$ cat config.mk
export PLATFORM = sky130hd
export DESIGN_NAME = mux_stream_rr
export DESIGN_NICKNAME = d
export VERILOG_FILES = /design/src/rtl/mux_pkg.sv /design/src/rtl/mux_stream_rr_arbiter.sv /design/src/rtl/mux_stream_rr.sv
export SDC_FILE = /design/constraint.sdc
export NUM_CORES = 1
export LEC_CHECK = 0
export ABC_AREA = 1
export CORE_ASPECT_RATIO = 1.75
export CORE_MARGIN = 10
export CORE_UTILIZATION = 30
export CTS_BUF_LIST = sky130_fd_sc_hd__clkbuf_8
export DETAILED_ROUTE_END_ITERATION = 10
export GPL_ROUTABILITY_DRIVEN = 0
export PLACE_DENSITY = 0.48
export SLEW_MARGIN = 10
export SYNTH_ARGS = -nofsm -noshare
export SYNTH_HDL_FRONTEND = slang
export SYNTH_SLANG_ARGS = --single-unit
$ cat constraint.sdc
create_clock -name clk -period 8 [get_ports clk]
set_input_delay 1.2 -clock clk [delete_from_list [all_inputs] [get_ports clk]]
set_output_delay 1.2 -clock clk [all_outputs]
set_load 0.01 [all_outputs]
$ cat src/rtl/mux_pkg.sv
// Shared types and helpers for the mux_stream_rr streaming multiplexer.
package mux_pkg;

  typedef enum logic {
    MUX_MODE_FIXED = 1'b0,
    MUX_MODE_RR    = 1'b1
  } mux_mode_e;

  localparam int MUX_MAX_W     = 64;
  localparam int MUX_MAX_BUS_W = 1024;

  // Extract channel ch (w bits wide) from a packed channel bus; caller truncates to its width.
  function automatic logic [MUX_MAX_W-1:0] ch_slice(input logic [MUX_MAX_BUS_W-1:0] bus,
                                                    input int ch, input int w);
    return MUX_MAX_W'(bus >> (ch * w));
  endfunction

endpackage

$ cat src/rtl/mux_stream_rr_arbiter.sv
// Combinational round-robin arbiter: grants the first requester after last_gnt, wrapping at NUM_CH.
module rr_arbiter #(
  parameter  int NUM_CH = 4,
  localparam int SEL_W  = $clog2(NUM_CH)
) (
  input  logic [NUM_CH-1:0] req,
  input  logic [SEL_W-1:0]  last_gnt,
  output logic              gnt_valid,
  output logic [SEL_W-1:0]  gnt_idx
);

  int   w_best_d;
  int   w_d;
  logic w_take;

  // Pick the requester with the smallest rotated distance from the pointer.
  always_comb begin
    w_best_d  = NUM_CH;
    w_d       = 0;
    w_take    = 1'b0;
    gnt_idx   = '0;
    for (int k = 0; k < NUM_CH; k++) begin
      w_d      = k - int'(last_gnt) - 1;
      w_d      = (w_d < 0) ? w_d + NUM_CH : w_d;
      w_take   = req[k] && (w_d < w_best_d);
      w_best_d = w_take ? w_d : w_best_d;
      gnt_idx  = w_take ? SEL_W'(k) : gnt_idx;
    end
    gnt_valid = |req;
  end

endmodule

$ cat src/rtl/mux_stream_rr.sv
// N-channel valid/ready stream multiplexer with fixed-select or round-robin arbitration
// and a single registered output stage.
module mux_stream_rr
  import mux_pkg::*;
#(
  parameter  int NUM_CH = 4,
  parameter  int DATA_W = 8,
  localparam int SEL_W  = $clog2(NUM_CH)
) (
  input  logic                     clk,
  input  logic                     rst_n,
  input  logic [NUM_CH*DATA_W-1:0] in_data,
  input  logic [NUM_CH-1:0]        in_valid,
  output logic [NUM_CH-1:0]        in_ready,
  input  logic                     mode,
  input  logic [SEL_W-1:0]         sel,
  output logic [DATA_W-1:0]        out_data,
  output logic [SEL_W-1:0]         out_ch,
  output logic                     out_valid,
  input  logic                     out_ready
);

  logic [DATA_W-1:0] r_out_data;
  logic [SEL_W-1:0]  r_out_ch;
  logic              r_out_valid;
  logic [SEL_W-1:0]  r_last_gnt;

  logic              w_slot_free;
  logic              w_rr_valid;
  logic [SEL_W-1:0]  w_rr_idx;
  logic              w_fix_valid;
  logic              w_gnt_valid;
  logic [SEL_W-1:0]  w_gnt_idx;
  logic              w_is_rr;
  logic              w_push;
  logic [DATA_W-1:0] w_sel_data;

  assign w_is_rr     = (mux_mode_e'(mode) == MUX_MODE_RR);
  assign w_slot_free = !r_out_valid || out_ready;

  rr_arbiter #(.NUM_CH(NUM_CH)) u_arb (
    .req      (in_valid),
    .last_gnt (r_last_gnt),
    .gnt_valid(w_rr_valid),
    .gnt_idx  (w_rr_idx)
  );

  // Fixed-mode grant: out-of-range selects simply match no channel.
  always_comb begin
    w_fix_valid = 1'b0;
    for (int k = 0; k < NUM_CH; k++) begin
      w_fix_valid = w_fix_valid || (in_valid[k] && (sel == SEL_W'(k)));
    end
  end

  // Grant selection and per-channel ready; ready is held low throughout reset.
  always_comb begin
    in_ready = '0;
    if (w_is_rr) begin
      w_gnt_valid = w_rr_valid;
      w_gnt_idx   = w_rr_idx;
    end else begin
      w_gnt_valid = w_fix_valid;
      w_gnt_idx   = sel;
    end
    for (int k = 0; k < NUM_CH; k++) begin
      in_ready[k] = rst_n && w_slot_free && w_gnt_valid && (w_gnt_idx == SEL_W'(k));
    end
  end

  assign w_push     = |(in_valid & in_ready);
  assign w_sel_data = DATA_W'(ch_slice(MUX_MAX_BUS_W'(in_data), int'(w_gnt_idx), DATA_W));

  // Output register and round-robin pointer; only RR transfers move the pointer.
  always_ff @(posedge clk or negedge rst_n) begin
    if (!rst_n) begin
      r_out_data  <= '0;
      r_out_ch    <= '0;
      r_out_valid <= 1'b0;
      r_last_gnt  <= SEL_W'(NUM_CH - 1);
    end else if (w_push) begin
      r_out_data  <= w_sel_data;
      r_out_ch    <= w_gnt_idx;
      r_out_valid <= 1'b1;
      if (w_is_rr) begin
        r_last_gnt <= w_gnt_idx;
      end
    end else if (r_out_valid && out_ready) begin
      r_out_valid <= 1'b0;
    end
  end

  assign out_data  = r_out_data;
  assign out_ch    = r_out_ch;
  assign out_valid = r_out_valid;

endmodule

-- After elaboration in Yosys (flattened, before gate mapping)
Cells that the tools add are included.
- reductions and logical operators: 26
- bitwise gates (word level): 1
- magnitude comparators: 8
- equality and inequality tests: 6
- shift operators: 1
- add/sub/neg operators: 12
- muxes and demuxes: 14
- operators by type and width (operator ; count):
    32-bit 2-to-1 mux ; 7
    32-bit by 4-bit adder with 32-bit output, second input constant ; 4
    32-bit by 1-bit < comparator with 1-bit output, second input constant ; 4
    32-bit by 2-bit subtractor with 32-bit output, second input constant ; 4
    32-bit < comparator ; 3
    32-bit by 4-bit < comparator with 1-bit output, second input constant ; 1
    32-bit by 5-bit right shift with 8-bit output ; 1
    1-bit logical AND ; 15
    2-bit equality test, second input constant ; 4
    4-bit OR reduction ; 2
    2-bit 2-to-1 mux ; 3
    1-bit by 2-bit subtractor with 3-bit output, first input constant ; 2
    2-bit by 2-bit subtractor with 3-bit output, first input constant ; 2
    4-bit AND ; 1
    2-bit by 1-bit equality test with 1-bit output, second input constant ; 2
    2-bit logical NOT ; 2
    1-bit logical OR ; 4
    1-bit 2-to-1 mux ; 4
    2-bit AND reduction ; 1
    2-bit nonzero test ; 1
    1-bit logical NOT ; 1
- output and inout port bits: 15
- flip-flop bits (word level): 13
- logic and storage cells: 72
- input port bits: 42

-- Depth between registers and ports, before layout
- depth in word-level cells: 22
- depth in mapped cells: 59

-- Hierarchy
A second synthesis with hierarchy kept.
- cell total of the unflattened synthesis: 202
- area total of the unflattened synthesis: 1326.3 um^2
- modules (own cells, without submodules) (module ; times used ; area each (um^2) ; cells an instance ; seq. area each (um^2)):
    mux_stream_rr ; 1 ; 958.4 ; 141 ; 327.8
    rr_arbiter ; 1 ; 367.9 ; 61 ; 0.0

-- Least setup slack after synthesis
OpenSTA, ideal clock, no wires.
- path type: input port to output port
- start point: input port in_valid[0]
- end point: output port in_ready[2]
- stages: 39
- data arrival time: 6204 ps
- path slack: 596 ps
- path through: clkbuf_1 nand3_1 clkinv_1 clkbuf_1 ha_1 nand2_1 inv_1 nand2_1 nand2_1 nand2_1 nand2_1 nand2_1 nand2_1 nand2_1 nand2_1 nand2_1 nand3_1 nor2_1 [... 3 more ...] a21oi_1 nand3b_1 a21oi_1 a2111oi_0 nand2_1 nand2_1 nand3_2 nand2_1 o21ai_0 ha_1 nand2_1 nand2_1 nand2_1 nand2_1 nand2_1 nand2_2 buf_2 nor3_1
- cells in the longest elaborated chain, start to end: 14
- elaborated cells between the ends (all ways): 23
- RTL lines (item ; line ; source):
    start: declaration ; mux_stream_rr.sv:13 ; input logic [NUM_CH-1:0] in_valid,
    1-bit logical AND ; mux_stream_rr_arbiter.sv:25 ; w_take = req[k] && (w_d < w_best_d);
    32-bit 2-to-1 mux ; mux_stream_rr_arbiter.sv:26 ; w_best_d = w_take ? w_d : w_best_d;
    32-bit < comparator ; mux_stream_rr_arbiter.sv:25 ;
    1-bit logical AND ; mux_stream_rr_arbiter.sv:25 ;
    32-bit 2-to-1 mux ; mux_stream_rr_arbiter.sv:26 ;
    32-bit < comparator ; mux_stream_rr_arbiter.sv:25 ;
    1-bit logical AND ; mux_stream_rr_arbiter.sv:25 ;
    32-bit 2-to-1 mux ; mux_stream_rr_arbiter.sv:26 ;
    32-bit < comparator ; mux_stream_rr_arbiter.sv:25 ;
    1-bit logical AND ; mux_stream_rr_arbiter.sv:25 ;
    2-bit 2-to-1 mux ; mux_stream_rr_arbiter.sv:27 ; gnt_idx = w_take ? SEL_W'(k) : gnt_idx;
    2-bit 2-to-1 mux ; mux_stream_rr.sv:59 ; if (w_is_rr) begin
    2-bit equality test ; mux_stream_rr.sv:67 ; in_ready[k] = rst_n && w_slot_free && w_gnt_valid && (w_gnt_idx == SEL_W'(k));
    1-bit logical AND * ; mux_stream_rr.sv:67 ;
    end: declaration ; mux_stream_rr.sv:14 ; output logic [NUM_CH-1:0] in_ready,
Every way passes the cells marked *; elsewhere a longest branch is shown, timed or not.

-- Final worst setup path
- start point: register r_last_gnt[1]
- end point: output port in_ready[1]
- cells in the longest elaborated chain, start to end: 19
- elaborated cells between the ends (all ways): 37
- RTL lines (item ; line ; source):
    start: declaration ; mux_stream_rr.sv:26 ; logic [SEL_W-1:0] r_last_gnt;
    start signal: assignment ; mux_stream_rr.sv:80 ; r_last_gnt <= SEL_W'(NUM_CH - 1);
    start signal: assignment ; mux_stream_rr.sv:86 ; r_last_gnt <= w_gnt_idx;
    1-bit by 2-bit subtractor with 3-bit output ; mux_stream_rr_arbiter.sv:23 ; w_d = k - int'(last_gnt) - 1;
    32-bit by 2-bit subtractor with 32-bit output ; mux_stream_rr_arbiter.sv:23 ;
    32-bit by 4-bit adder with 32-bit output or 32-bit by 1-bit < comparator with 1-bit output (tied branches) ; mux_stream_rr_arbiter.sv:24 ; w_d = (w_d < 0) ? w_d + NUM_CH : w_d;
    32-bit 2-to-1 mux ; mux_stream_rr_arbiter.sv:24 ;
    32-bit by 4-bit < comparator with 1-bit output ; mux_stream_rr_arbiter.sv:25 ;
    1-bit logical AND ; mux_stream_rr_arbiter.sv:25 ;
    32-bit 2-to-1 mux ; mux_stream_rr_arbiter.sv:26 ;
    32-bit < comparator ; mux_stream_rr_arbiter.sv:25 ;
    [... 3 more ...] ; -- ;
    1-bit logical AND ; mux_stream_rr_arbiter.sv:25 ;
    32-bit 2-to-1 mux ; mux_stream_rr_arbiter.sv:26 ;
    32-bit < comparator ; mux_stream_rr_arbiter.sv:25 ;
    1-bit logical AND ; mux_stream_rr_arbiter.sv:25 ;
    2-bit 2-to-1 mux * ; mux_stream_rr_arbiter.sv:27 ;
    2-bit 2-to-1 mux * ; mux_stream_rr.sv:59 ;
    2-bit by 1-bit equality test with 1-bit output * ; mux_stream_rr.sv:67 ;
    1-bit logical AND * ; mux_stream_rr.sv:67 ;
Marks and branches as above.

==> impl_summary.md <==
Yosys
In the synthesized netlist, mux cells make up less than 1% of the area. The portion of the post-synthesis area used by sequential elements is ~9.8%. Counting flops and latches in the post-synthesis netlist gives 13. Of the total synthesized cell area, the portion taken by AND, OR, NAND and NOR gates is 30.71%. The combinational family with the most area after synthesis is adder cells. The mean post-synth cell area is roughly 6.8 µm². The library cell occupying the most area in the post-synthesis netlist is sky130_fd_sc_hd__ha_1. The cell area after synthesis is 0.003349 mm². The post-synthesis instance total is 492.

Ranked by total cell area, the synthesized netlist is headed by sky130_fd_sc_hd__ha_1 37%, sky130_fd_sc_hd__nand2_1 16%, sky130_fd_sc_hd__dfrtp_1 8.2%, sky130_fd_sc_hd__inv_1 5.8%, sky130_fd_sc_hd__nand3_1 4.5%. The post-synthesis cell type count is 37. Of the post-synthesis cell area, the dominant cell type holds a little under two fifths.

The synthesized netlist devotes around an eighth of its cell area to compound gates. The number of enable-type register cells in the synthesized netlist is 0. Summing the areas of all fa, ha and maj instances in the mapped netlist gives 38.18% of the synthesized area.

The number of warning messages in the yosys log is 0. Among all flip-flop cells after synthesis, the most frequent one is sky130_fd_sc_hd__dfrtp_1. The post-synthesis xor/xnor area fraction is less than 1%. The share of flip-flops with an asynchronous set or reset is between 90% and 100%.

Routing
The first detailed-routing pass ran for 5 iterations. After detailed routing, the met3 layer carries 422 µm of wire. For this block, wires on met1 add up to 3750 µm. The violation count after the first detailed-routing iteration is 88. The post-detailed-route count of antenna-violating nets is 0.

The overall routed net length is around 10,000 µm. The routed layout has ~3,400 vias. In the routed layout, each cell is associated on average with a via count of ~4.7. The number of remaining DRC errors is 0. The routed length on met2 is 5746 µm. The routed length per instance is around 14 µm. In this run the top signal layer used is met4.

Die
Measured along the y axis, the die boundary spans roughly 160 µm. The full die area is 0.01596 mm². The placeable core area is 0.01104 mm².

between 50 and 60 I/O pins were placed. From left edge to right edge, the die measures approximately 100 µm. The initial core utilization is 30.34%. The floorplan has just over 50 rows.

Finish
The number of inserted filler cells in the final layout is roughly 1,200. In the layout the commonest cells are 142 x sky130_fd_sc_hd__nand2_1, 99 x sky130_fd_sc_hd__ha_1, 53 x sky130_fd_sc_hd__inv_1, 53 x sky130_fd_sc_hd__clkdlybuf4s50_1, 40 x sky130_fd_sc_hd__conb_1. The post-route cell area is 0.004330 mm². From synthesis to final layout, the design area changed by 29.29%. Leaving out fill and tap cells, the most frequent cell in the layout is sky130_fd_sc_hd__nand2_1. After the last flow step, the layout net total stands at 735. Cells with a size suffix above 1 make up 6.091% of the layout.

The antenna diode instance count is 0.

Pwr
For this design the static power due to leakage is around 0.0024 µW. Dividing total power by cell area gives a power density of around 330 mW/mm². The total power draw is between 1000 and 1500 µW. IR analysis of the VDD net gives a maximum drop of around 0.00014 V.

Timing
The number of pins exceeding their max-slew limit in the final report is 0. The worst-case setup margin in the final layout is about 500 ps. The final cycle utilization of the critical path is 93.57%. The setup TNS is 0 ps.

Timing would allow up to between 0.1 and 0.15 GHz. The hold violation total from the final report came to 0. Headroom to the max-slew limit came out at between 50% and 60%. The setup clock skew after layout is around 4.5 ps. The routed design could run at a clock period as short as between 7000 and 8000 ps. The actual transition at the worst max-transition pin is between 600 and 700 ps. The worst hold slack is a little under 500 ps. Setup violations remaining at the end of the flow were counted as 0.

Worst setup path
The data required time of the critical path is between 6000 and 7000 ps. The largest single stage delay on the critical path is between 500 and 600 ps. The critical path is of the flip-flop to output port type. The critical path's most frequent cell is sky130_fd_sc_hd__nand2_1. Of all nets on the critical path, the largest fanout is 13. The worst setup path is launched from a flip-flop.

The cell type of the slowest stage on the worst timing path is sky130_fd_sc_hd__dfstp_2. Data arrives at the worst endpoint at ~6300 ps. The critical path capture point type is an output port.

Clock tree
Clock tree synthesis selected as its root buffer the cell sky130_fd_sc_hd__clkbuf_8. Once the clock tree was built, the setup fixing pass inserted 0 buffers. The clock latency on the worst-skew pair is 240 ps. TritonCTS built the clock tree.

The clock slew seen by the registers of the worst setup and hold paths is approximately 60 ps. Clock tree synthesis inserted a total of 3 buffers. CTS built an H-tree with a depth of 1. For this design, the sink count on the clock tree is 13.

For this design, the CTS-stage hold fixing added 0 buffers. Post-CTS repair changed the size of 2 cells. The clock passes through at most 2 buffers.

Placement
The number of buffer cells added on primary ports is 56. Summing all placed instances gives a cell area of 0.004240 mm². Summed over all nets, the half-perimeter wirelength after detailed placement is 8944 µm. The setup slack after placement is between 70 and 80 ps.

Global routing
The first-pass GRT wire length is about 17,000 µm. The initial antenna violation count is 0. The global-route congestion overflow total is 0. The via count of the first global-routing pass came to 3,511.

The largest net degree at the start of global routing is 19. For this run, the total global-route usage over all layers was measured as 12.72%.

Status
The run finished with clean final reports.

Worst hold path
The min-delay analysis places its worst path in the category flip-flop to flip-flop.

Flow run
Max-cap violations in this run came to 0.
==> worst max-delay path, delay by kind of cell (launching register included) <==
family / cells / cell delay [ps]
flip-flops: 1 / 560
buffers and inverters: 7 / 1180
AO/OA/AOI/OAI: 4 / 690
AND/OR/NAND/NOR: 24 / 2470
adder cells (fa/ha/maj): 4 / 1140
==> registers in the layout (all words and copies together) (netlist names) <==
name and count:
out_ch 2, out_data 8, out_valid 1, r_last_gnt 2
==> kinds of logic (layout without fill, tap and decap cells) <==
logic type	count (synthesis)	count (layout)
compound gates	69	69
mux	1	1
flops	13	13
fa+ha+maj	101	101
buf+inv	68	129
simple gates	237	237
other cells	2	40
xor+xnor	1	1
==> Yosys cell counts (2+ instances only) <==
cell type                   number
sky130_fd_sc_hd__a31oi_1         9
sky130_fd_sc_hd__nor3_1          4
sky130_fd_sc_hd__clkbuf_1        4
sky130_fd_sc_hd__o21a_1          4
sky130_fd_sc_hd__buf_6           2
sky130_fd_sc_hd__fa_1            2
sky130_fd_sc_hd__nand2_2         3
sky130_fd_sc_hd__conb_1          2
sky130_fd_sc_hd__o21ai_1         6
sky130_fd_sc_hd__ha_1           99
sky130_fd_sc_hd__a2111oi_0       2
sky130_fd_sc_hd__dfrtp_1        11
sky130_fd_sc_hd__nor4_1          5
sky130_fd_sc_hd__o21ai_0        13
sky130_fd_sc_hd__inv_2           4
sky130_fd_sc_hd__nor2_1         26
sky130_fd_sc_hd__dfstp_2         2
sky130_fd_sc_hd__nand3_2         2
sky130_fd_sc_hd__a21oi_1        28
sky130_fd_sc_hd__buf_4           2
sky130_fd_sc_hd__nand3_1        30
sky130_fd_sc_hd__a211oi_1        4
sky130_fd_sc_hd__nand4_1        19
sky130_fd_sc_hd__inv_1          52
sky130_fd_sc_hd__buf_2           3
sky130_fd_sc_hd__nand2_1       143
==> final cells by class <==
type | instances | area, µm² | area share (%)
flip-flops and latches | 13 | 327.8 | 7.570
repair buffers | 68 | 658.1 | 15.20
clock inverters | 1 | 3.754 | 0.08668
clock buffers | 3 | 41.29 | 0.9535
inverters | 57 | 214.0 | 4.941
multi-input cells | 449 | 2920 | 67.44
well taps | 132 | 165.2 | 3.814
==> path summary, 6_finish.rpt <==
| check | startpoint | end | slack, ps | cells after the start |
|---|---|---|---|---|
| worst max register to register | r_last_gnt[1] | out_data[3] | 1770 | 40 |
| worst min-delay path | r_last_gnt[1] | r_last_gnt[1] | 490 | 2 |
| worst max-delay path | r_last_gnt[1] | in_ready[1] | 510 | 39 |
| max in group asynchronous | rst_n | out_data[6] | 6240 | 1 |
| min in group asynchronous | rst_n | out_ch[1] | 1350 | 1 |
| worst min register to register | r_last_gnt[1] | r_last_gnt[1] | 490 | 2 |
==> per-stage QoR <==
stage / std cells / util [%]
floorplan: 530 / -
global placement: 719 / 38.41
detailed placement: 719 / 38.41
CTS: 723 / 38.89
global route: 723 / 39.23
finish: 723 / 39.23
==> per-layer routing <==
layer  up-vias  global-route usage (%)
met1      1507                   12.49
met4         0                   2.749
met5         -                       0
li1       1808                       -
met2        72                   25.69
met3        14                   2.376
==> power by group <==
| group | internal [µW] | switching, µW |
|---|---|---|
| clock network | 33.8 | 22.3 |
| registers | 101 | 19.5 |
| logic | 510 | 763 |
(Power assumes the default switching activity.)
